File: config.mk
export PLATFORM = sky130hd
export DESIGN_NAME = rem_sym_scheduler
export DESIGN_NICKNAME = d
export VERILOG_FILES = /design/src/rtl/rem_sym_scheduler_pkg.sv /design/src/rtl/rem_addr_gen.sv /design/src/rtl/rem_sym_scheduler.sv
export SDC_FILE = /design/constraint.sdc
export NUM_CORES = 1
export LEC_CHECK = 0
export CORE_MARGIN = 4
export CORE_UTILIZATION = 58
export DETAILED_ROUTE_END_ITERATION = 12
export GPL_TIMING_DRIVEN = 1
export PLACE_DENSITY_LB_ADDON = 0.12
export SETUP_SLACK_MARGIN = 0.1
export SYNTH_ARGS = -nofsm -noshare
export SYNTH_HDL_FRONTEND = slang
export SYNTH_SLANG_ARGS = --single-unit
File: constraint.sdc
create_clock -name CLK_RE -period 5.94 [get_ports CLK_RE]
set_input_delay 0.891 -clock CLK_RE [delete_from_list [all_inputs] [get_ports CLK_RE]]
set_output_delay 0.891 -clock CLK_RE [all_outputs]
set_load 0.005 [all_outputs]
File: src/rtl/rem_sym_scheduler_pkg.sv
// Shared REM definitions: scheduler FSM encoding, RB/slot geometry and a
// helper that turns an RB count into a subcarrier count.
package rem_sym_scheduler_pkg;

  localparam int SC_PER_RB     = 12;
  localparam int SYMS_PER_SLOT = 14;

  typedef enum logic [2:0] {
    ST_IDLE     = 3'd0,
    ST_CHECK    = 3'd1,
    ST_WAIT_SRC = 3'd2,
    ST_READ     = 3'd3,
    ST_SYM_END  = 3'd4
  } state_t;

  // Subcarriers covered by n_rb resource blocks; 127 RBs -> 1524, fits 12 bits.
  function automatic logic [11:0] rb_to_sc(input logic [6:0] n_rb);
    return 12'(n_rb) * 12'(SC_PER_RB);
  endfunction

endpackage

File: src/rtl/rem_addr_gen.sv
// Address generator: per-symbol subcarrier counter k, the slot-wide DMRS
// read counter and the one-cycle pipeline that lines the write address up
// with source data returning one cycle after the read.
module rem_addr_gen (
  input  logic        clk,
  input  logic        rst_n,
  input  logic        dmrs_clr,
  input  logic        k_clr,
  input  logic        read_active,
  input  logic        is_dmrs,
  input  logic [11:0] len,
  input  logic [11:0] base,
  output logic        fft_rd_en,
  output logic [10:0] fft_addr,
  output logic        dmrs_rd_en,
  output logic [9:0]  dmrs_addr,
  output logic        wr_en,
  output logic [10:0] wr_addr,
  output logic        sel_dmrs,
  output logic        k_done
);

  logic [11:0] k;
  logic [9:0]  dmrs_cnt;
  logic        rd_en;
  logic [11:0] wr_sum;
  logic        unused_wr_msb;

  // One read per cycle while k < len; the extra READ cycle at k == len only
  // drains the last write.
  assign rd_en      = read_active && (k < len);
  assign k_done     = (k == len);
  assign fft_rd_en  = rd_en && !is_dmrs;
  assign dmrs_rd_en = rd_en && is_dmrs;
  assign fft_addr   = fft_rd_en ? k[10:0] : 11'd0;
  assign dmrs_addr  = dmrs_rd_en ? dmrs_cnt : 10'd0;

  // 12-bit intermediate; the configuration check keeps it below 2048.
  assign wr_sum        = base + k;
  assign unused_wr_msb = wr_sum[11];

  // Counters and write-alignment pipeline.
  always_ff @(posedge clk) begin
    if (!rst_n) begin
      k        <= 12'd0;
      dmrs_cnt <= 10'd0;
      wr_en    <= 1'b0;
      wr_addr  <= 11'd0;
      sel_dmrs <= 1'b0;
    end else begin
      if (k_clr)
        k <= 12'd0;
      else if (rd_en)
        k <= k + 12'd1;
      // DMRS reads run on across DMRS symbols and wrap 1023 -> 0.
      if (dmrs_clr)
        dmrs_cnt <= 10'd0;
      else if (dmrs_rd_en)
        dmrs_cnt <= dmrs_cnt + 10'd1;
      wr_en    <= rd_en;
      wr_addr  <= rd_en ? wr_sum[10:0] : 11'd0;
      sel_dmrs <= dmrs_rd_en;
    end
  end

endmodule

File: src/rtl/rem_sym_scheduler.sv
// REM symbol scheduler: validates a slot configuration, then per symbol
// waits for the source memory and the ping-pong bank, streams 12*N_rb reads
// and issues the matching zero-padded bank writes one cycle later.
// Strobe timing: a read strobe (FFT_Rd_En / DMRS_Rd_En) in cycle n is always
// followed by Wr_En with its Wr_addr/Sel_Dmrs in cycle n+1; there is no
// back-pressure once a symbol has started.
module rem_sym_scheduler
  import rem_sym_scheduler_pkg::*;
#(
  parameter int MEM_DEPTH        = 2048,
  parameter int WRITE_ADDR_SHIFT = 424
) (
  input  logic        CLK_RE,
  input  logic        RST_RE,
  input  logic        Start,
  input  logic [10:0] N_sc,
  input  logic [6:0]  N_rb,
  input  logic [3:0]  Sym_Start,
  input  logic [3:0]  Sym_End,
  input  logic [13:0] Dmrs_Pos,
  input  logic        FFT_Done,
  input  logic        DMRS_Done,
  input  logic        Buf_Ready,
  output logic [10:0] FFT_addr,
  output logic        FFT_Rd_En,
  output logic [9:0]  DMRS_addr,
  output logic        DMRS_Rd_En,
  output logic [10:0] Wr_addr,
  output logic        Wr_En,
  output logic        Sel_Dmrs,
  output logic [3:0]  Sym_Idx,
  output logic        Sym_Done,
  output logic        Slot_Done,
  output logic        Busy,
  output logic        Cfg_Err,
  output logic [2:0]  fsm_state
);

  state_t      state, next_state;
  logic [10:0] cfg_n_sc;
  logic [6:0]  cfg_n_rb;
  logic [3:0]  cfg_sym_start;
  logic [3:0]  cfg_sym_end;
  logic [13:0] cfg_dmrs;
  logic [3:0]  sym_idx;
  logic        cfg_err_q;

  logic [11:0] cfg_len;
  logic [11:0] wr_base;
  logic [12:0] need;
  logic        cfg_bad;
  logic [15:0] dmrs_ext;
  logic        is_dmrs;
  logic        src_ok;
  logic        last_sym;
  logic        k_done;

  assign cfg_len  = rb_to_sc(cfg_n_rb);
  assign wr_base  = 12'(WRITE_ADDR_SHIFT) + 12'(cfg_n_sc);
  assign need     = 13'(WRITE_ADDR_SHIFT) + 13'(cfg_n_sc) + 13'(cfg_len);
  assign cfg_bad  = (cfg_n_rb == 7'd0) || (cfg_sym_start > cfg_sym_end) ||
                    (cfg_sym_end > 4'(SYMS_PER_SLOT - 1)) ||
                    (need > 13'(MEM_DEPTH));
  assign dmrs_ext = {2'b00, cfg_dmrs};
  assign is_dmrs  = dmrs_ext[sym_idx];
  assign src_ok   = is_dmrs ? DMRS_Done : FFT_Done;
  assign last_sym = (sym_idx >= cfg_sym_end);

  assign Sym_Idx   = sym_idx;
  assign Cfg_Err   = cfg_err_q;
  assign fsm_state = state;

  // State register.
  always_ff @(posedge CLK_RE) begin
    if (!RST_RE)
      state <= ST_IDLE;
    else
      state <= next_state;
  end

  // Next-state and status outputs; a symbol leaves READ only on k_done, so
  // flags dropping mid-symbol cannot interrupt it.
  always_comb begin
    next_state = state;
    Busy       = (state != ST_IDLE);
    Sym_Done   = 1'b0;
    Slot_Done  = 1'b0;
    case (state)
      ST_IDLE:     if (Start) next_state = ST_CHECK;
      ST_CHECK:    next_state = cfg_bad ? ST_IDLE : ST_WAIT_SRC;
      ST_WAIT_SRC: if (Buf_Ready && src_ok) next_state = ST_READ;
      ST_READ:     if (k_done) next_state = ST_SYM_END;
      ST_SYM_END: begin
        Sym_Done   = 1'b1;
        Slot_Done  = last_sym;
        next_state = last_sym ? ST_IDLE : ST_WAIT_SRC;
      end
      default:     next_state = ST_IDLE;
    endcase
  end

  // Configuration capture, symbol index and the one-cycle error flag.
  always_ff @(posedge CLK_RE) begin
    if (!RST_RE) begin
      cfg_n_sc      <= 11'd0;
      cfg_n_rb      <= 7'd0;
      cfg_sym_start <= 4'd0;
      cfg_sym_end   <= 4'd0;
      cfg_dmrs      <= 14'd0;
      sym_idx       <= 4'd0;
      cfg_err_q     <= 1'b0;
    end else begin
      cfg_err_q <= 1'b0;
      case (state)
        ST_IDLE: begin
          if (Start) begin
            cfg_n_sc      <= N_sc;
            cfg_n_rb      <= N_rb;
            cfg_sym_start <= Sym_Start;
            cfg_sym_end   <= Sym_End;
            cfg_dmrs      <= Dmrs_Pos;
          end
        end
        ST_CHECK: begin
          if (cfg_bad)
            cfg_err_q <= 1'b1;
          else
            sym_idx <= cfg_sym_start;
        end
        ST_SYM_END: begin
          if (!last_sym)
            sym_idx <= sym_idx + 4'd1;
        end
        default: ;
      endcase
    end
  end

  rem_addr_gen u_addr_gen (
    .clk         (CLK_RE),
    .rst_n       (RST_RE),
    .dmrs_clr    ((state == ST_IDLE) && Start),
    .k_clr       (state == ST_WAIT_SRC),
    .read_active (state == ST_READ),
    .is_dmrs     (is_dmrs),
    .len         (cfg_len),
    .base        (wr_base),
    .fft_rd_en   (FFT_Rd_En),
    .fft_addr    (FFT_addr),
    .dmrs_rd_en  (DMRS_Rd_En),
    .dmrs_addr   (DMRS_addr),
    .wr_en       (Wr_En),
    .wr_addr     (Wr_addr),
    .sel_dmrs    (Sel_Dmrs),
    .k_done      (k_done)
  );

endmodule

# Word level (Yosys, flattened, before mapping)
# Cells that the tools add are included.
# word_totals
elab_cells	75
ff_bits	83
out_inout_bits	47
# classes
n_bitwise	1
mux	17
n_eq_ne	10
add_sub_neg	7
n_reduce_logical	20
order_cmp	6
multipliers	1
# ops
operator	count
$pmux 3 s5	1
$add 12x11->13	1
$gt 13x12->1 const B	1
$add 12x1->12 const B	1
$add 9x11->12 const A	1
$eq 12x11->1	1
$lt 12x11->1	1
$add 11x11->11	1
$add 9x11->11 const A	1
$mux 11	1
$add 10x1->10 const B	1
$mux 10	1
$ne 2x2->1 const B	5
$mul 7x2->9 const B	1
$mux 3	3
$mux 4	2
$pmux 4 s2	1
$logic_not 7->1	1
$eq 3x2->1 const B	2
$reduce_and 2->1	3
$reduce_and 3->1	2
$logic_and 1x1->1	5
$lt 4x5->1 const B	1
$mux 1	5
15 further kinds	19

# Logic depth before layout (Yosys ltp)
# Gate-level depths: netlist of the first run.
# logic_depth
depth_word	6
mapped_depth	18

# Hierarchy
# From an unflattened synthesis of the first run, not the netlist that was laid out.
# unflattened
hier_cells	715
area_unflattened_um2	5714.2
# by_module_without_submodules
mod	area_each_um2	instances	seq_area_each_um2	cells_per_inst
rem_sym_scheduler	3296.9	1	960.9	419
rem_addr_gen	2417.3	1	700.7	296

# Least setup slack after synthesis of the first run
# Ideal clock, no wire load.
# synth_path
path_kind	reg2out
start	reg cfg_n_rb[1]
end	out FFT_addr[10]
stages_incl_launch_ff	18
slack_ps	1542
t_arrival_ps	3507
n_path_buf	0
cell_sequence	dfxtp_1 ha_1 fa_1 a21o_1 a21oi_1 inv_1 a21oi_1 o21bai_1 xor2_1 inv_1 ha_1 a21o_1 a2111oi_0 o31a_1 o21a_1 inv_1 nor2_1 and2_1
# synth_between
elab_chain_cells	5
# synth_rtl
element	line_no	text
from (decl)	rem_sym_scheduler.sv:41	logic [6:0] cfg_n_rb;
from (signal assigned)	rem_sym_scheduler.sv:118	cfg_n_rb <= N_rb;
$mul 7x2->9	rem_sym_scheduler_pkg.sv:18	return 12'(n_rb) * 12'(SC_PER_RB);
$lt 12x11->1	rem_addr_gen.sv:31	assign rd_en = read_active && (k < len);
$logic_and 1x1->1	rem_addr_gen.sv:31	
$logic_and 1x1->1	rem_addr_gen.sv:33	assign fft_rd_en = rd_en && !is_dmrs;
named net FFT_Rd_En	rem_sym_scheduler.sv:25	output logic FFT_Rd_En,
$mux 11	rem_addr_gen.sv:35	assign fft_addr = fft_rd_en ? k[10:0] : 11'd0;
to (decl)	rem_sym_scheduler.sv:24	output logic [10:0] FFT_addr,
# The timed path passes the listed nets, and every way through them passes these cells.

# Final worst setup path of the first run
# layout_path
start	reg cfg_n_rb[0]
end	out FFT_addr[6]
# layout_between
elab_chain_cells	5
# layout_rtl
element	line_no
$mul 7x2->9	rem_sym_scheduler_pkg.sv:18
$lt 12x11->1	rem_addr_gen.sv:31
$logic_and 1x1->1	rem_addr_gen.sv:31
$logic_and 1x1->1	rem_addr_gen.sv:33
$mux 11	rem_addr_gen.sv:35
# No other way between the ends.

==> out/results.tsv, run 1 <==
metric	value	unit
P&R area growth vs syn	23.13	%
Vias	4583	
die height	102.4	um
layout filler cell count	704	
leakage power	0.002749	uW
setup ws final	0.3750	ns
crit end category	primary output	
Vias/cell	5.522	
Yosys top cell area share	32.12	%
P per Cell Area	224.2	nW/um^2
Final ANT Viol Nets	0	
Primary FF master, synth	dfxtp_1	
Crit Path Category	reg2out	
max_cap viols	0	
Slew Limit Headroom	32.20	%
Worst EP arrival	4.67	ns
total grt overflow	0	
Slew Limit Fails	0	
Synth Instances	632	
Final TNS setup	0	ns
Post-synth top cells	nand2_1, dfxtp_1, ha_1, a21oi_1, inv_1	
share of layout cells above drive strength 1	5.956	%
pre-CTS setup slack	0.5325	ns
clk_skew	0.01088	ns
Synth Cell Area	5172	um^2
vias in the first global route	4578	
first-pass GRT wire length	20350	um
root buf cell	clkbuf_8	
Hold Path Class	reg2reg	
Yosys reg bits	83	
Synth cell types	59	
status	completed	
maximum vdd ir drop	129.4	uV
Post-synth EDFFs	0	
worst skew pair latency	0.37	ns
met3 wire length	572	um
final non-filler cell total	830	
achievable frequency	179.7	MHz
total CTS buffers	9	
syn_nets	748	
met2 WL	6236	um
clk slew on worst S/H paths	0.09	ns
top-count cell post-synth	nand2_1	
largest net degree at the start of global routing	41	
critical path peak fanout	14	
DP HPWL	9696	um
placed instance count	813	
asr flop ratio synth	0	%
CTS tree	yes	
Starting Density	59.60	%
Final Hold Vio Count	0	
Final nets	833	
Detailed Route Iter0 Violations	146	
flop2flop setup slack	1.66	ns
Chip Width	102.4	um
port bufs	92	
DR top layer	met4	
Worst Max-Slew Pin Slew	1.017	ns
initial antenna violation count	0	
Die ar.	10490	um^2
area leader, netlist	dfxtp_1	
IO Pins	93	
Ys Warns	0	
RSZ-0062 raised after global routing	false	
Routed WL per cell	14.93	um
period utilization	93.69	%
WL final	12390	um
Post-CTS Hold Buffers	0	
CP Launch Type	flop	
critical path required time	5.05	ns
final routed DRC violation total	0	
# setup viols final	0	
register area share after synthesis	32.12	%
core area	8678	um^2
Sink Count	83	
CTS Buffer Depth	2	
Synth area leaders	dfxtp_1, ha_1, nand2_1	
Avg Cell Area, Syn	8.184	um^2
WL met1	5279	um
# diodes	0	
Tmin final	5.565	ns
GP Congestion	0.9042	
gr usage total	24.35	%
DRT Pass-1 Iters	4	
row count	34	
CTS H-tree depth	3	
## where the power goes
part	internal, uW	leakage (uW)	switching (uW)
logic	191	0.00198	233
registers	586	0.000676	32.5
clock network	159	0.0000925	226
total	937	0.00275	491
## stage by stage
step,hold slack [ns],power [uW],instance area [um^2],utilization [%]
final,0.4547,1428,6369,73.39
after floorplan,0.4310,922.6,5172,-
after CTS,0.4585,1433,6335,73.00
after detailed placement,0.4462,1048,6152,70.89
after global routing,0.4796,1518,6369,73.39
after global placement,0.4408,1033,6152,70.89
## what timing repair did
action / 4_1_cts / 5_1_grt
gates resized for setup: 0 / 8
setup buffers: 0 / 1
setup endpoints to repair: 0 / 23
## cells in the final DEF, fill, tap and decap left out, types with 2 or more instances in the layout
| cell type | count |
|---|---|
| nand2_1 | 104 |
| clkdlybuf4s50_1 | 92 |
| dfxtp_1 | 82 |
| ha_1 | 67 |
| a21oi_1 | 65 |
| inv_1 | 56 |
| nor2_1 | 45 |
| and2_1 | 19 |
| xor2_1 | 19 |
| xnor2_1 | 16 |
| nand4_1 | 13 |
| a21o_1 | 12 |
| o21ai_0 | 10 |
| nor3_1 | 10 |
| and3_1 | 9 |
| clkbuf_8 | 9 |
| nor2b_1 | 5 |
| nand3_1 | 5 |
| mux2i_1 | 5 |
| or3_1 | 4 |
| buf_4 | 4 |
| and2b_2 | 3 |
| o2111ai_1 | 3 |
| or2_2 | 3 |
| a31oi_1 | 3 |
| a211oi_1 | 3 |
| o21bai_1 | 3 |
| mux4_2 | 3 |
| fa_1 | 3 |
| inv_6 | 3 |
| nand3b_1 | 2 |
| o32a_1 | 2 |
| nor3b_1 | 2 |
| o31a_1 | 2 |
| o21a_1 | 2 |
| a2111oi_0 | 2 |
| nand2b_1 | 2 |
| clkinvlp_4 | 2 |
## sequential cells by signal, summed over array words and instances, names as in the netlist
name and cells:
Cfg_Err 1, Sym_Idx 4, cfg_dmrs 14, cfg_n_rb 7
cfg_n_sc 11, cfg_sym_end 4, cfg_sym_start 4, fsm_state 3
u_addr_gen.dmrs_cnt 10, u_addr_gen.k 12, u_addr_gen.sel_dmrs 1, u_addr_gen.wr_addr 11
u_addr_gen.wr_en 1
## worst paths after layout
| check | to | cells past startpoint | from |
|---|---|---|---|
| hold / removal | cfg_dmrs[12] | 2 | cfg_dmrs[12] |
| setup reg to reg | Sym_Idx[2] | 15 | cfg_n_rb[0] |
| hold reg to reg | cfg_dmrs[12] | 2 | cfg_dmrs[12] |
| setup / recovery | FFT_addr[6] | 19 | cfg_n_rb[0] |
## area by class of cell
class                      count  area [um^2]  share of cell area, %
clock buffer                   9        123.9                  1.945
clock inverter                 7        58.81                 0.9234
inverter                      57        217.7                  3.418
multi-input combinational    469         3208                  50.37
sequential                    83         1663                  26.11
tap                          108        135.1                  2.122
timing repair buffer          97        962.2                  15.11
## layer usage
metal / global-route usage, % / vias to the layer above
li1: - / 2314
met1: 29.00 / 2136
met2: 43.84 / 113
met3: 2.799 / 20
met4: 10.60 / 0
met5: 0 / -
## worst max-delay path, stage by stage, from the launching register on
cell             delay, ns
dfxtp_1               0.36
ha_1                  0.22
fa_1                  0.40
a21o_1                0.18
a21oi_2               0.18
inv_1                 0.07
a21oi_1               0.14
o21bai_1              0.09
xor2_1                0.18
inv_1                 0.07
ha_1                  0.29
a21o_1                0.20
a2111oi_2             0.37
o31a_1                0.24
o21a_1                0.16
buf_6                 0.17
clkinvlp_4            0.18
nor2_4                0.16
and2_1                0.15
clkdlybuf4s50_1       0.51
## kinds of logic (layout without fill, tap and decap cells)
group / after synthesis / after routing / share of synthesized area [%]
buffers and inverters: 80 / 170 / 6.193
AND/OR/NAND/NOR: 234 / 234 / 21.41
multiplexers: 9 / 9 / 2.491
AO/OA/AOI/OAI: 121 / 121 / 14.49
adder cells (fa/ha/maj): 70 / 70 / 17.37
flip-flops: 83 / 83 / 32.12
XOR/XNOR: 35 / 35 / 5.926
No activity file was read; power rests on OpenSTA's default activity.
==> inputs of run 2 (changes only) <==
Settings changed: MAX_ROUTING_LAYER set to met4.
==> out/results.tsv, run 2 (synthesis gave the netlist of run 1 again) <==
metric	value	unit
max_cap viols	0	
Sink Count	83	
largest registers	cfg_dmrs (14), u_addr_gen.k (12)	
Routed WL per cell	15.37	um
RSZ-0062 raised after global routing	false	
CTS H-tree depth	3	
Cell Int Power	1030	uW
largest net degree at the start of global routing	48	
period utilization	94.12	%
Post-DP Area	6152	um^2
Starting Density	59.60	%
Final Hold Vio Count	0	
total CTS buffers	9	
Hold WS	0.4546	ns
Final TNS setup	0	ns
Crit Path Category	reg2out	
final routed DRC violation total	0	
# diodes	0	
leakage power	0.002766	uW
root buf cell	clkbuf_8	
Worst EP arrival	4.70	ns
CTS tree	yes	
Clock Power Share	30.7	%
CTS Buffer Depth	2	
crit end category	primary output	
port bufs	92	
IO Pins	93	
Final ANT Viol Nets	0	
DRT Pass-1 Iters	4	
row count	34	
achievable frequency	178.9	MHz
first-pass GRT wire length	20980	um
P per Cell Area	237.4	nW/um^2
Worst Max-Slew Pin Slew	1.052	ns
max reg flops	14	
worst skew pair latency	0.35	ns
WL final	12760	um
P&R area growth vs syn	23.95	%
switch share	32.31	%
gr usage total	25.72	%
critical path required time	5.05	ns
status	completed	
DP HPWL	9885	um
clk_skew	0.009711	ns
CP Launch Type	flop	
# setup viols final	0	
Hold Path Class	reg2reg	
Comb power frac	28.7	%
Tmin final	5.590	ns
maximum vdd ir drop	117.0	uV
Chip Width	102.4	um
Post-CTS Hold Buffers	0	
Slew Limit Fails	0	
Seq pwr share	40.6	%
most common cell after layout, fill and taps aside	nand2_1	
core area	8678	um^2
die height	102.4	um
Final nets	833	
Die ar.	10490	um^2
Slew Limit Headroom	29.86	%
critical path peak fanout	14	
Vias	4659	
GP Congestion	0.8932	
total grt overflow	0	
Switching Power	491.9	uW
clk slew on worst S/H paths	0.09	ns
Vias/cell	5.613	
vias in the first global route	4546	
initial antenna violation count	0	
final instance area	6411	um^2
Detailed Route Iter0 Violations	187	
share of layout cells above drive strength 1	5.679	%
largest reg by FF count	cfg_dmrs	
most frequent cells in the layout	nand2_1, clkdlybuf4s50_1, dfxtp_1, ha_1, a21oi_1	
Final Util	73.88	%
## run 2: cell count changes in the layout (fill, tap and decap cells not counted), sizes merged
cell	change
inv	-3
bufinv	+2
clkbuf	+2
clkinv	-1
## run 2: final timing paths
kind                            slack [ns]  cells past startpoint         from           to
worst min register to register        0.45                      2  cfg_dmrs[2]  cfg_dmrs[2]
worst min-delay path                  0.45                      2  cfg_dmrs[2]  cfg_dmrs[2]
worst max-delay path                  0.35                     18  cfg_n_rb[1]  FFT_addr[2]
worst max register to register        1.32                     18  cfg_n_rb[1]   Sym_Idx[0]
## run 2: timing repair
action | 4_1_cts | 5_1_grt
gates cloned | 0 | 0
setup endpoints to repair | 1 | 23
gates resized for setup | 1 | 6
buffers inserted | 0 | 1
pin swaps | 0 | 1
## run 2: per-stage QoR
step / instances / total power (uW) / worst slack (ns)
6_report: 830 / 1522 / 0.3495
5_1_grt: 830 / 1611 / 0.1177
4_1_cts: 829 / 1518 / 0.1247
3_5_place_dp: 813 / 1057 / 0.5030
3_3_place_gp: 813 / 1034 / 0.7873
2_1_floorplan: 632 / 922.6 / 1.542
## run 2: power by group through the flow
stage | clock, uW | combinational [uW] | sequential, uW
floorplan | 0 | 304 | 619
CTS | 470 | 430 | 618
global route | 496 | 492 | 623
global placement | 0 | 404 | 630
finish | 468 | 436 | 618
detailed placement | 0 | 426 | 631
## run 2: layout make-up
class	instances	area, um^2
Multi-Input combinational cell	469	3208
Fill cell	679	2267
Sequential cell	83	1662
Timing Repair Buffer	97	962.2
Inverter	57	217.7
Clock buffer	11	141.4
Tap cell	108	135.1
Clock inverter	5	85.08
## run 2: layer usage
metal  vias to the layer above  share of wire (%)  track usage (%)  wire, um
met4                         0                2.5            8.981       314
met3                        28                4.2            4.027       530
met5                         -                  0                -         0
met1                      2194                 43            30.08      5454
met2                       118                 51            44.59      6456
li1                       2319                  -                -         -
## run 2: worst max-delay path: stages, from the launching register on
cell and delay [ns]:
dfxtp_1 0.37, ha_1 0.24, fa_1 0.40, a21o_1 0.18
a21oi_2 0.18, inv_1 0.08, a21oi_1 0.14, o21bai_1 0.08
xor2_1 0.18, inv_1 0.07, ha_1 0.29, a21o_1 0.19
a2111oi_2 0.35, o31a_1 0.25, o21a_1 0.16, buf_6 0.16
clkinvlp_4 0.19, nor3_1 0.26, clkdlybuf4s50_1 0.55
==> inputs of run 3 (changes only) <==
Settings changed: CTS_CLUSTER_SIZE set to 30, MAX_ROUTING_LAYER met4 to not set.
==> results of run 3 <==
The final DEF is identical to that of run 1; final timing and power are the same.
